### config.mk
export PLATFORM = sky130hd
export DESIGN_NAME = fetch_stall_unit_flat
export DESIGN_NICKNAME = d
export VERILOG_FILES = /design/src/rtl/fetch_stall_unit_if.sv /design/src/rtl/fetch_stall_unit.sv /design/src/flat_wrapper.sv
export SDC_FILE = /design/constraint.sdc
export NUM_CORES = 1
export LEC_CHECK = 0
export CORE_MARGIN = 1.5
export CORE_UTILIZATION = 45
export DETAILED_ROUTE_END_ITERATION = 7
export PLACE_DENSITY = 0.85
export SYNTH_ARGS = -nofsm -noshare
export SYNTH_HDL_FRONTEND = slang
export SYNTH_SLANG_ARGS = --single-unit
### constraint.sdc
create_clock -name clk -period 4.5 [get_ports clk]
set_input_delay 0.675 -clock clk [delete_from_list [all_inputs] [get_ports clk]]
set_output_delay 0.675 -clock clk [all_outputs]
set_load 0.02 [all_outputs]
### src/rtl/fetch_stall_unit_if.sv
`default_nettype none
// ============================================================================
// Module      : fetch_stall_unit_if
// Description : Hazard-control, fetch and IF/ID bundle for fetch_stall_unit.
// Revision    : 1.0 - initial release
// ============================================================================
interface fetch_stall_unit_if #(
    parameter int PC_W    = 19,
    parameter int INSTR_W = 19
);
    logic               PCwrite;
    logic               IF_IDwrite;
    logic               branch_taken;
    logic [PC_W-1:0]    branch_target;
    logic [INSTR_W-1:0] imem_data;
    logic [PC_W-1:0]    imem_addr;
    logic [INSTR_W-1:0] IF_ID_instr;
    logic [PC_W-1:0]    IF_ID_pc;
    logic               IF_ID_valid;
    logic               stalled;
    logic               ctrl_err;
    logic [15:0]        stall_cnt;
    logic [15:0]        flush_cnt;

    modport master (
        output PCwrite, IF_IDwrite, branch_taken, branch_target, imem_data,
        input  imem_addr, IF_ID_instr, IF_ID_pc, IF_ID_valid, stalled,
               ctrl_err, stall_cnt, flush_cnt
    );

    modport slave (
        input  PCwrite, IF_IDwrite, branch_taken, branch_target, imem_data,
        output imem_addr, IF_ID_instr, IF_ID_pc, IF_ID_valid, stalled,
               ctrl_err, stall_cnt, flush_cnt
    );
endinterface
`default_nettype wire

### src/rtl/fetch_stall_unit.sv
`default_nettype none
// ============================================================================
// Module      : fetch_stall_unit
// Description : PC and IF/ID register owner reacting to load-use stalls and
//               branch-taken flushes. Define STALL_CNT_EN to build counters.
// Revision    : 1.0 - initial release
// ============================================================================
module fetch_stall_unit #(
    parameter int                   PC_W      = 19,
    parameter int                   INSTR_W   = 19,
    parameter logic [PC_W-1:0]      RESET_PC  = '0,
    parameter logic [INSTR_W-1:0]   NOP_INSTR = '0
) (
    input  wire logic          clk,
    input  wire logic          rst_n,
    fetch_stall_unit_if.slave  bus
);
    localparam logic [1:0]      c_FILL   = 2'd0;
    localparam logic [1:0]      c_RUN    = 2'd1;
    localparam logic [1:0]      c_STALL  = 2'd2;
    localparam logic [1:0]      c_FLUSH  = 2'd3;
    localparam logic [PC_W-1:0] c_PC_ONE = {{(PC_W-1){1'b0}}, 1'b1};

    logic [PC_W-1:0]    r_pc;
    logic [INSTR_W-1:0] r_instr;
    logic [PC_W-1:0]    r_if_pc;
    logic               r_valid;
    logic [1:0]         r_state;
    logic               r_ctrl_err;

    always_ff @(posedge clk or negedge rst_n) begin
        if (!rst_n) begin
            r_pc       <= RESET_PC;
            r_instr    <= NOP_INSTR;
            r_if_pc    <= '0;
            r_valid    <= 1'b0;
            r_state    <= c_FILL;
            r_ctrl_err <= 1'b0;
        end else begin
            if (bus.branch_taken) begin
                r_pc <= bus.branch_target;
            end else if (bus.PCwrite) begin
                r_pc <= r_pc + c_PC_ONE;
            end

            // Flush outranks any stall request from the hazard unit
            if (bus.branch_taken) begin
                r_instr <= NOP_INSTR;
                r_if_pc <= '0;
                r_valid <= 1'b0;
            end else if (bus.IF_IDwrite) begin
                r_instr <= bus.imem_data;
                r_if_pc <= r_pc;
                r_valid <= 1'b1;
            end

            if (bus.branch_taken) begin
                r_state <= c_FLUSH;
            end else if (!bus.IF_IDwrite) begin
                r_state <= c_STALL;
            end else begin
                r_state <= c_RUN;
            end

            if (!bus.branch_taken && (bus.PCwrite != bus.IF_IDwrite)) begin
                r_ctrl_err <= 1'b1;
            end
        end
    end

`ifdef STALL_CNT_EN
    logic [15:0] r_stall_cnt;
    logic [15:0] r_flush_cnt;

    always_ff @(posedge clk or negedge rst_n) begin
        if (!rst_n) begin
            r_stall_cnt <= 16'd0;
            r_flush_cnt <= 16'd0;
        end else begin
            if (!bus.branch_taken && !bus.IF_IDwrite && (r_stall_cnt != 16'hFFFF)) begin
                r_stall_cnt <= r_stall_cnt + 16'd1;
            end
            if (bus.branch_taken && (r_flush_cnt != 16'hFFFF)) begin
                r_flush_cnt <= r_flush_cnt + 16'd1;
            end
        end
    end

    assign bus.stall_cnt = r_stall_cnt;
    assign bus.flush_cnt = r_flush_cnt;
`else
    assign bus.stall_cnt = 16'd0;
    assign bus.flush_cnt = 16'd0;
`endif

    assign bus.imem_addr   = r_pc;
    assign bus.IF_ID_instr = r_instr;
    assign bus.IF_ID_pc    = r_if_pc;
    assign bus.IF_ID_valid = r_valid;
    assign bus.stalled     = (r_state == c_STALL);
    assign bus.ctrl_err    = r_ctrl_err;

endmodule
`default_nettype wire
### src/flat_wrapper.sv
// flat-port wrapper written by rule: the top's interface ports become plain ports
module fetch_stall_unit_flat 
#(
    parameter int                   PC_W      = 19,
    parameter int                   INSTR_W   = 19,
    parameter logic [PC_W-1:0]      RESET_PC  = '0,
    parameter logic [INSTR_W-1:0]   NOP_INSTR = '0
)
  (clk, rst_n, bus_PCwrite, bus_IF_IDwrite, bus_branch_taken, bus_branch_target, bus_imem_data, bus_imem_addr, bus_IF_ID_instr, bus_IF_ID_pc, bus_IF_ID_valid, bus_stalled, bus_ctrl_err, bus_stall_cnt, bus_flush_cnt);
  fetch_stall_unit_if #(.PC_W(PC_W), .INSTR_W(INSTR_W)) bus_i ();
  input  wire logic clk;
  input  wire logic rst_n;
  input wire logic [$bits(bus_i.PCwrite)-1:0] bus_PCwrite;
  input wire logic [$bits(bus_i.IF_IDwrite)-1:0] bus_IF_IDwrite;
  input wire logic [$bits(bus_i.branch_taken)-1:0] bus_branch_taken;
  input wire logic [$bits(bus_i.branch_target)-1:0] bus_branch_target;
  input wire logic [$bits(bus_i.imem_data)-1:0] bus_imem_data;
  output wire logic [$bits(bus_i.imem_addr)-1:0] bus_imem_addr;
  output wire logic [$bits(bus_i.IF_ID_instr)-1:0] bus_IF_ID_instr;
  output wire logic [$bits(bus_i.IF_ID_pc)-1:0] bus_IF_ID_pc;
  output wire logic [$bits(bus_i.IF_ID_valid)-1:0] bus_IF_ID_valid;
  output wire logic [$bits(bus_i.stalled)-1:0] bus_stalled;
  output wire logic [$bits(bus_i.ctrl_err)-1:0] bus_ctrl_err;
  output wire logic [$bits(bus_i.stall_cnt)-1:0] bus_stall_cnt;
  output wire logic [$bits(bus_i.flush_cnt)-1:0] bus_flush_cnt;
  assign bus_i.PCwrite = bus_PCwrite;
  assign bus_i.IF_IDwrite = bus_IF_IDwrite;
  assign bus_i.branch_taken = bus_branch_taken;
  assign bus_i.branch_target = bus_branch_target;
  assign bus_i.imem_data = bus_imem_data;
  assign bus_imem_addr = bus_i.imem_addr;
  assign bus_IF_ID_instr = bus_i.IF_ID_instr;
  assign bus_IF_ID_pc = bus_i.IF_ID_pc;
  assign bus_IF_ID_valid = bus_i.IF_ID_valid;
  assign bus_stalled = bus_i.stalled;
  assign bus_ctrl_err = bus_i.ctrl_err;
  assign bus_stall_cnt = bus_i.stall_cnt;
  assign bus_flush_cnt = bus_i.flush_cnt;
  fetch_stall_unit #(.PC_W(PC_W), .INSTR_W(INSTR_W), .RESET_PC(RESET_PC), .NOP_INSTR(NOP_INSTR)) u_core (.clk(clk), .rst_n(rst_n), .bus(bus_i));
endmodule
# After elaboration in Yosys (flattened, before gate mapping)
# Index checks and enable logic that the tools add are counted.
# Widths: inputs -> output; s select.
[totals]
word_cells = 23
inputBits = 43
reg_bits = 61
[op_classes]
eq_ne = 2
n_addsub = 1
n_reduce_logical = 4
n_mux = 10
[op_table]
columns = ["operator", "count"]
rows = [
  ["$mux 19", 6],
  ["$add 19x1->19 const B", 1],
  ["$mux 2", 2],
  ["$reduce_bool 2->1", 2],
  ["$eq 2x2->1 const B", 1],
  ["$mux 1", 2],
  ["$logic_and 1x1->1", 1],
  ["$logic_not 1->1", 1],
  ["$ne 1x1->1", 1],
]

# Logic depth before layout (Yosys ltp)
# Gate-level depths: netlist of the first run.
[depth]
depth_word = 3
ltp_mapped = 5

# Worst setup path after synthesis of the first run
# Ideal clock, no wire load.
[synth_path]
path_type = "input to register"
startpoint = "in bus_PCwrite"
endpoint = "reg u_core.r_pc[16], in the netlist u_core.bus.imem_addr[16]"
setup_time_ns = 0.126
arrival_time_ns = 1.633
path_slack_ns = 2.741
stages = 5
path_cell_list = "buf_4 -> nand4_2 -> nor4_2 -> nor3b_1 -> a221o_1"
[synth_between]
elab_chain_cells = 1
[synth_rtl]
columns = ["item", "line", "text"]
rows = [
  ["from (decl)", "flat_wrapper.sv:13", "input wire logic [$bits(bus_i.PCwrite)-1:0] bus_PCwrite;"],
  ["$reduce_bool 2->1 (no source line)", "n/a", ""],
  ["to (signal assigned)", "fetch_stall_unit.sv:41", "r_pc <= bus.branch_target;"],
  ["to (signal assigned)", "fetch_stall_unit.sv:43", "r_pc <= r_pc + c_PC_ONE;"],
  ["to (decl)", "fetch_stall_unit.sv:24", "logic [PC_W-1:0] r_pc;"],
]
# Every way passes these cells.
# A chain may end at the register's enable or synchronous reset.

# Worst setup path in the final report of the first run
[layout_path]
startpoint = "reg u_core.r_pc[2], in the netlist u_core.bus.imem_addr[2]"
endpoint = "out bus_imem_addr[2]"
[layout_lines]
columns = ["item", "line", "text"]
rows = [
  ["to (decl)", "flat_wrapper.sv:18", "output wire logic [$bits(bus_i.imem_addr)-1:0] bus_imem_addr;"],
]
# No word-level cell between the ends.

==> impl_metrics.toml, run 1 <==
[setup_path]
r2r-start = "u_core.bus.imem_addr[0]$_DFFE_PN0P_"
rr_endpoint = "u_core.bus.imem_addr[16]$_DFFE_PN0P_"
worstSetupEndpointType = "output pin"
r2r_slack_ps = 2700
cpPeakStageDelay_ps = 670
slowest_stage = "clkdlybuf4s50_1"
arrival_ps = 1520
reg2regPathDepth = 5
start_kind = "flip-flop"
crit_fanout = 8
worstSetupPathType = "reg -> out"
crit_required_ps = 3830
worst-path-buf-inv = 1
crit_family = "buffers and inverters"
worstPathCellList = "clkdlybuf4s50_1"

[routing]
vias = 2368
final_antenna_net_count = 0
drc = 13
dr.pass1.iters = 8
routed_wl_mm = 6.65
wl_per_cell_um = 14.1
drt_iter0_drc = 151
viasPerCell = 5.02

[cts]
cts_tree = "yes"
holdBufCountCts = 0
cts.sinks = 61
ctsResizeCount = 0
clockRootBuffer = "clkbuf_8"
numCtsBuffers = 9
clk_latency_ps = 330
cts.path.max_buffers = 2
postCtsSetupRepairBufs = 0
clk_pin_slew_worst_paths_ps = 60
htreeDepth = 3

[global_routing]
grt_overflow_total = 0
grt_max_degree = 62
grt_use_total = 0.192
grt_pass1_wl_mm = 11.0
antenna_found_initial = 0
grt_pass1_vias = 2241

[floorplanning]
initial_utilization = 0.471
dieArea_sq_um = 7230
coreArea_sq_um = 6420
die_w_um = 85.0
die_h_um = 85.0
placementRows = 29
ioPinCount = 135

[sta]
hold_slack_ps = 478
rsz0062_at_grt = "no"
finalCritPeriodShare = 0.489
final.setup.worst_slack_ps = 2300
tns_ps = 0
fin_crit_ps = 2200
worst_pin_slew_ps = 1190
worst_clock_skew_ps = 4.85
slew_violations = 0
relSlewSlack = 0.208
setup_viol = 0
clock.fmax_ghz = 0.455
hold_viol = 0

[placed_design]
gp_congestion = 0.772
dp_slack_ps = 1970
dp_hpwl_mm = 4.61
io_buffers = 102

[yosys]
synth_seq_cells = 61
synth_top_flop_cell = "dfrtp_1"
synth_cell_types = 31
synth-async-reset-ratio = 1.00
syn_avg_cell_area_sq_um = 10.4
yosys_warnings = 0
seq_area_frac_synth = 0.504
synth_cells = 292
syn_area_sq_um = 3030
synth_edf_count = 0

[finish]
fillers = 528
area_delta_synth_final_pct = 36.8
layout.nets = 434
n_antenna_cell = 0
final_layout_size_suffix_gt1_frac = 0.0633

[worst_hold_path]
hold-path-endpoint = "u_core.bus.ctrl_err$_DFFE_PN0P_"
hp-class = "reg -> reg"
hold_start = "u_core.bus.ctrl_err$_DFFE_PN0P_"
holdPathStages = 1

[power_and_ir_drop]
powerDensity_nw_per_um2 = 339
vdd_drop_max_mv = 0.219
power.total_w = 0.00141
p_leak_nw = 1.86

[job]
cap_viol_max_count = 0

[outcome]
violations = "DRC"
status = "complete, but fails checks"
[synthesized netlist by cell type, drive strengths merged (2+ instances only)]
| cell type | count | area, sq um |
|---|---|---|
| dfrtp | 61 | 1530 |
| nor2 | 45 | 169 |
| mux2i | 43 | 430 |
| buf | 41 | 284 |
| nand2 | 24 | 90.1 |
| o21ai | 14 | 70.1 |
| xnor2 | 11 | 96.3 |
| nor4 | 8 | 71.3 |
| clkbuf | 7 | 26.3 |
| nand4 | 7 | 50.1 |
| a22oi | 4 | 30.0 |
| inv | 4 | 15.0 |
| nand3 | 4 | 37.5 |
| nor2b | 4 | 25.0 |
| nor3 | 4 | 20.0 |
| xor2 | 3 | 26.3 |
| or2 | 2 | 12.5 |
[registers in the layout, summed over array words and instances (netlist names)]
name                    cells
u_core.bus.imem_addr       19
u_core.bus.IF_ID_pc        19
u_core.bus.ctrl_err         1
u_core.bus.IF_ID_valid      1
u_core.r_state              2
u_core.bus.IF_ID_instr     19
[logic make-up (layout without fill, tap and decap cells)]
| group | count (synthesis) | in the layout | synth area share |
|---|---|---|---|
| buffers and inverters | 52 | 124 | 0.107 |
| AOI/OAI and AO/OA | 20 | 20 | 0.0388 |
| DFF | 61 | 61 | 0.504 |
| xor gates and xnor gates | 14 | 14 | 0.0405 |
| muxes | 43 | 43 | 0.142 |
| and+or+nand+nor | 100 | 100 | 0.162 |
| other | 1 | 32 | 0.00124 |
| adders and majority gates | 1 | 1 | 0.00413 |
[metrics by stage]
step / area, sq um / util / cells
after global placement: 3950 / 0.615 / 456
final: 4140 / 0.645 / 472
after CTS: 4140 / 0.645 / 472
after detailed placement: 3950 / 0.615 / 456
after global routing: 4140 / 0.645 / 472
after floorplan: 3140 / - / 323
[cells in the final DEF, fill, tap and decap left out, drive strengths merged, types with 3 or more instances in the layout]
master         netlist  final
nand4                7      7
nor3                 4      4
a22oi                4      4
xor2                 3      3
nor2                45     45
nand3                4      4
xnor2               11     11
o21ai               14     14
dfrtp               61     61
clkdlybuf4s50        0     99
nor2b                4      4
buf                 41      5
nor4                 8      8
inv                  4      4
nand2               24     24
mux2i               43     43
clkbuf               7     16
conb                 1     32
[routing by layer]
| layer | part of all wire | global-route usage | vias up | wire length [um] |
|---|---|---|---|---|
| met5 | 0 | 0 | - | 0 |
| met4 | 0.012 | 0.0835 | 0 | 79 |
| met3 | 0.083 | 0.0496 | 8 | 555 |
| met2 | 0.49 | 0.304 | 111 | 3230 |
| met1 | 0.42 | 0.251 | 1137 | 2790 |
| li1 | - | - | 1112 | - |
[where the power goes]
part / total, W / switching, W / internal, W
Clock: 0.000457 / 0.000196 / 0.000261
Combinational: 0.000312 / 0.000166 / 0.000147
Sequential: 0.000636 / 0.0000462 / 0.000590
Total: 0.00141 / 0.000407 / 0.000998
[how the worst max path moves through the flow]
stage,cells after the start,to,slack (ps),start
floorplan,5,u_core.bus.imem_addr[16]$_DFFE_PN0P_,2740,bus_PCwrite
global placement,5,u_core.bus.imem_addr[16]$_DFFE_PN0P_,2010,bus_PCwrite
global route,5,u_core.bus.imem_addr[16]$_DFFE_PN0P_,2160,bus_PCwrite
CTS,1,bus_imem_addr[2],2280,u_core.bus.imem_addr[2]$_DFFE_PN0P_
finish,1,bus_imem_addr[2],2300,u_core.bus.imem_addr[2]$_DFFE_PN0P_
detailed placement,5,u_core.bus.imem_addr[16]$_DFFE_PN0P_,1970,bus_PCwrite
[layout make-up]
type | count | area [sq um] | share of cell area
tap | 77 | 96.3 | 0.0233
timing repair buffer | 104 | 1020 | 0.247
sequential | 61 | 1530 | 0.369
clock buffer | 16 | 190 | 0.0459
inverter | 4 | 15.0 | 0.00363
multi-input combinational | 210 | 1290 | 0.312
No activity file was read; power rests on OpenSTA's default activity.
==> inputs of run 2 (changes only) <==
CORE_UTILIZATION = 38   (was 45)
PLACE_DENSITY = 0.77   (was 0.85)
clock period = 1.93 ns   (was 4.5 ns; I/O delays follow)
==> impl_metrics.toml, run 2 (same netlist as run 1, synthesis figures left out) <==
[floorplanning]
coreArea_sq_um = 7730
die_h_um = 92.3
die_w_um = 92.3
ioPinCount = 135
placementRows = 32
initial_utilization = 0.392
dieArea_sq_um = 8510

[routing]
dr.pass1.iters = 4
vias = 2337
final_antenna_net_count = 0
drc = 0
viasPerCell = 4.64
routed_wl_mm = 6.71
wl_per_cell_um = 13.3
drt_iter0_drc = 68

[cts]
holdBufCountCts = 1
cts_tree = "yes"
ctsResizeCount = 0
cts.sinks = 61
postCtsSetupRepairBufs = 0
clk_pin_slew_worst_paths_ps = 70
clk_latency_ps = 340
cts.path.max_buffers = 2
numCtsBuffers = 9
clockRootBuffer = "clkbuf_8"
htreeDepth = 3

[power_and_ir_drop]
clkPwrFrac = 0.383
vdd_drop_max_mv = 0.434
comb_power_share = 0.206
power.total_w = 0.00361
p_leak_nw = 1.93
intPower_w = 0.00262
powerDensity_nw_per_um2 = 838
power.share.switching = 0.273
power_frac_seq = 0.410
netSwitchingPower_w = 0.000986

[finish]
area_delta_synth_final_pct = 42.1
final_layout_size_suffix_gt1_frac = 0.0796
mostFrequentLayoutCells = "clkdlybuf4s50_1, dfrtp_1, nor2_1, mux2i_1, conb_1"
n_antenna_cell = 0
final_util = 0.557
layout.nets = 441
layout_commonest_cell = "clkdlybuf4s50_1"

[sta]
hold_viol = 0
worst_pin_slew_ps = 661
worst_clock_skew_ps = 5.79
setup_viol = 0
slew_violations = 0
relSlewSlack = 0.559
clock.fmax_ghz = 0.550
tns_ps = 0
rsz0062_at_grt = "no"
fin_crit_ps = 1820
finalCritPeriodShare = 0.942

[setup_path]
cpPeakStageDelay_ps = 670
worstSetupPathType = "reg -> out"
worst-path-buf-inv = 1
slowest_stage = "clkdlybuf4s50_1"
worstPathCellList = "clkdlybuf4s50_1"
crit_family = "buffers and inverters"
start_kind = "flip-flop"
r2r-start = "u_core.bus.imem_addr[1]$_DFFE_PN0P_"
worstSetupEndpointType = "output pin"
crit_required_ps = 1640
arrival_ps = 1530
crit_path_start = "u_core.bus.imem_addr[4]$_DFFE_PN0P_"
crit_fanout = 6

[global_routing]
grt_overflow_total = 0
grt_max_degree = 42
grt_use_total = 0.167
antenna_found_initial = 0
grt_pass1_vias = 2280
grt_pass1_wl_mm = 11.0

[job]
cap_viol_max_count = 0

[outcome]
status = "complete, no violations"

[placed_design]
dp_hpwl_mm = 4.77
gp_congestion = 0.814
io_buffers = 102

[worst_hold_path]
hp-class = "in -> reg"
hold_start = "bus_IF_IDwrite"
==> run 2: layout make-up <==
type,count,area [sq um]
clock buffers,12,145
clock inverters,4,95.1
fillers,678,3420
inverters,4,15.0
multi-input cells,210,1290
flip-flops and latches,61,1530
well taps,102,128
repair buffers,111,1100
==> run 2: routing by layer <==
metal / share of wire / GRT usage
met2: 0.47 / 0.266
met3: 0.066 / 0.0564
met4: 0.014 / 0.0577
met1: 0.45 / 0.211
met5: 0 / 0
==> run 2: through the flow <==
step / hold WS (ps) / cells / area [sq um] / worst slack, ps
after floorplan: -6.09 / 323 / 3140 / 226
after global placement: 319 / 487 / 4050 / 53.1
after detailed placement: 326 / 487 / 4050 / 10.5
after CTS: 435 / 504 / 4300 / 97.9
after global routing: 448 / 504 / 4300 / 40.8
final: 446 / 504 / 4300 / 111
==> run 2: worst paths after layout <==
kind / endpoint / cells after the start / slack [ps]
max: bus_imem_addr[4] / 1 / 110
min: u_core.r_state[1]$_DFF_PN0_ / 2 / 450
max reg2reg: u_core.bus.imem_addr[16]$_DFFE_PN0P_ / 5 / 140
min reg2reg: u_core.bus.ctrl_err$_DFFE_PN0P_ / 1 / 480
max in group asynchronous: u_core.bus.imem_addr[16]$_DFFE_PN0P_ / 3 / 830
min in group asynchronous: u_core.bus.IF_ID_instr[4]$_DFFE_PN0P_ / 2 / 480
==> run 2: power by group through the flow <==
stage          registers, W  logic [W]  clock network (W)
2_1_floorplan       0.00160   0.000328                  0
3_3_place_gp        0.00150   0.000739                  0
3_5_place_dp        0.00150   0.000750                  0
4_1_cts             0.00148   0.000754            0.00142
5_1_grt             0.00150   0.000805            0.00147
6_report            0.00148   0.000745            0.00138
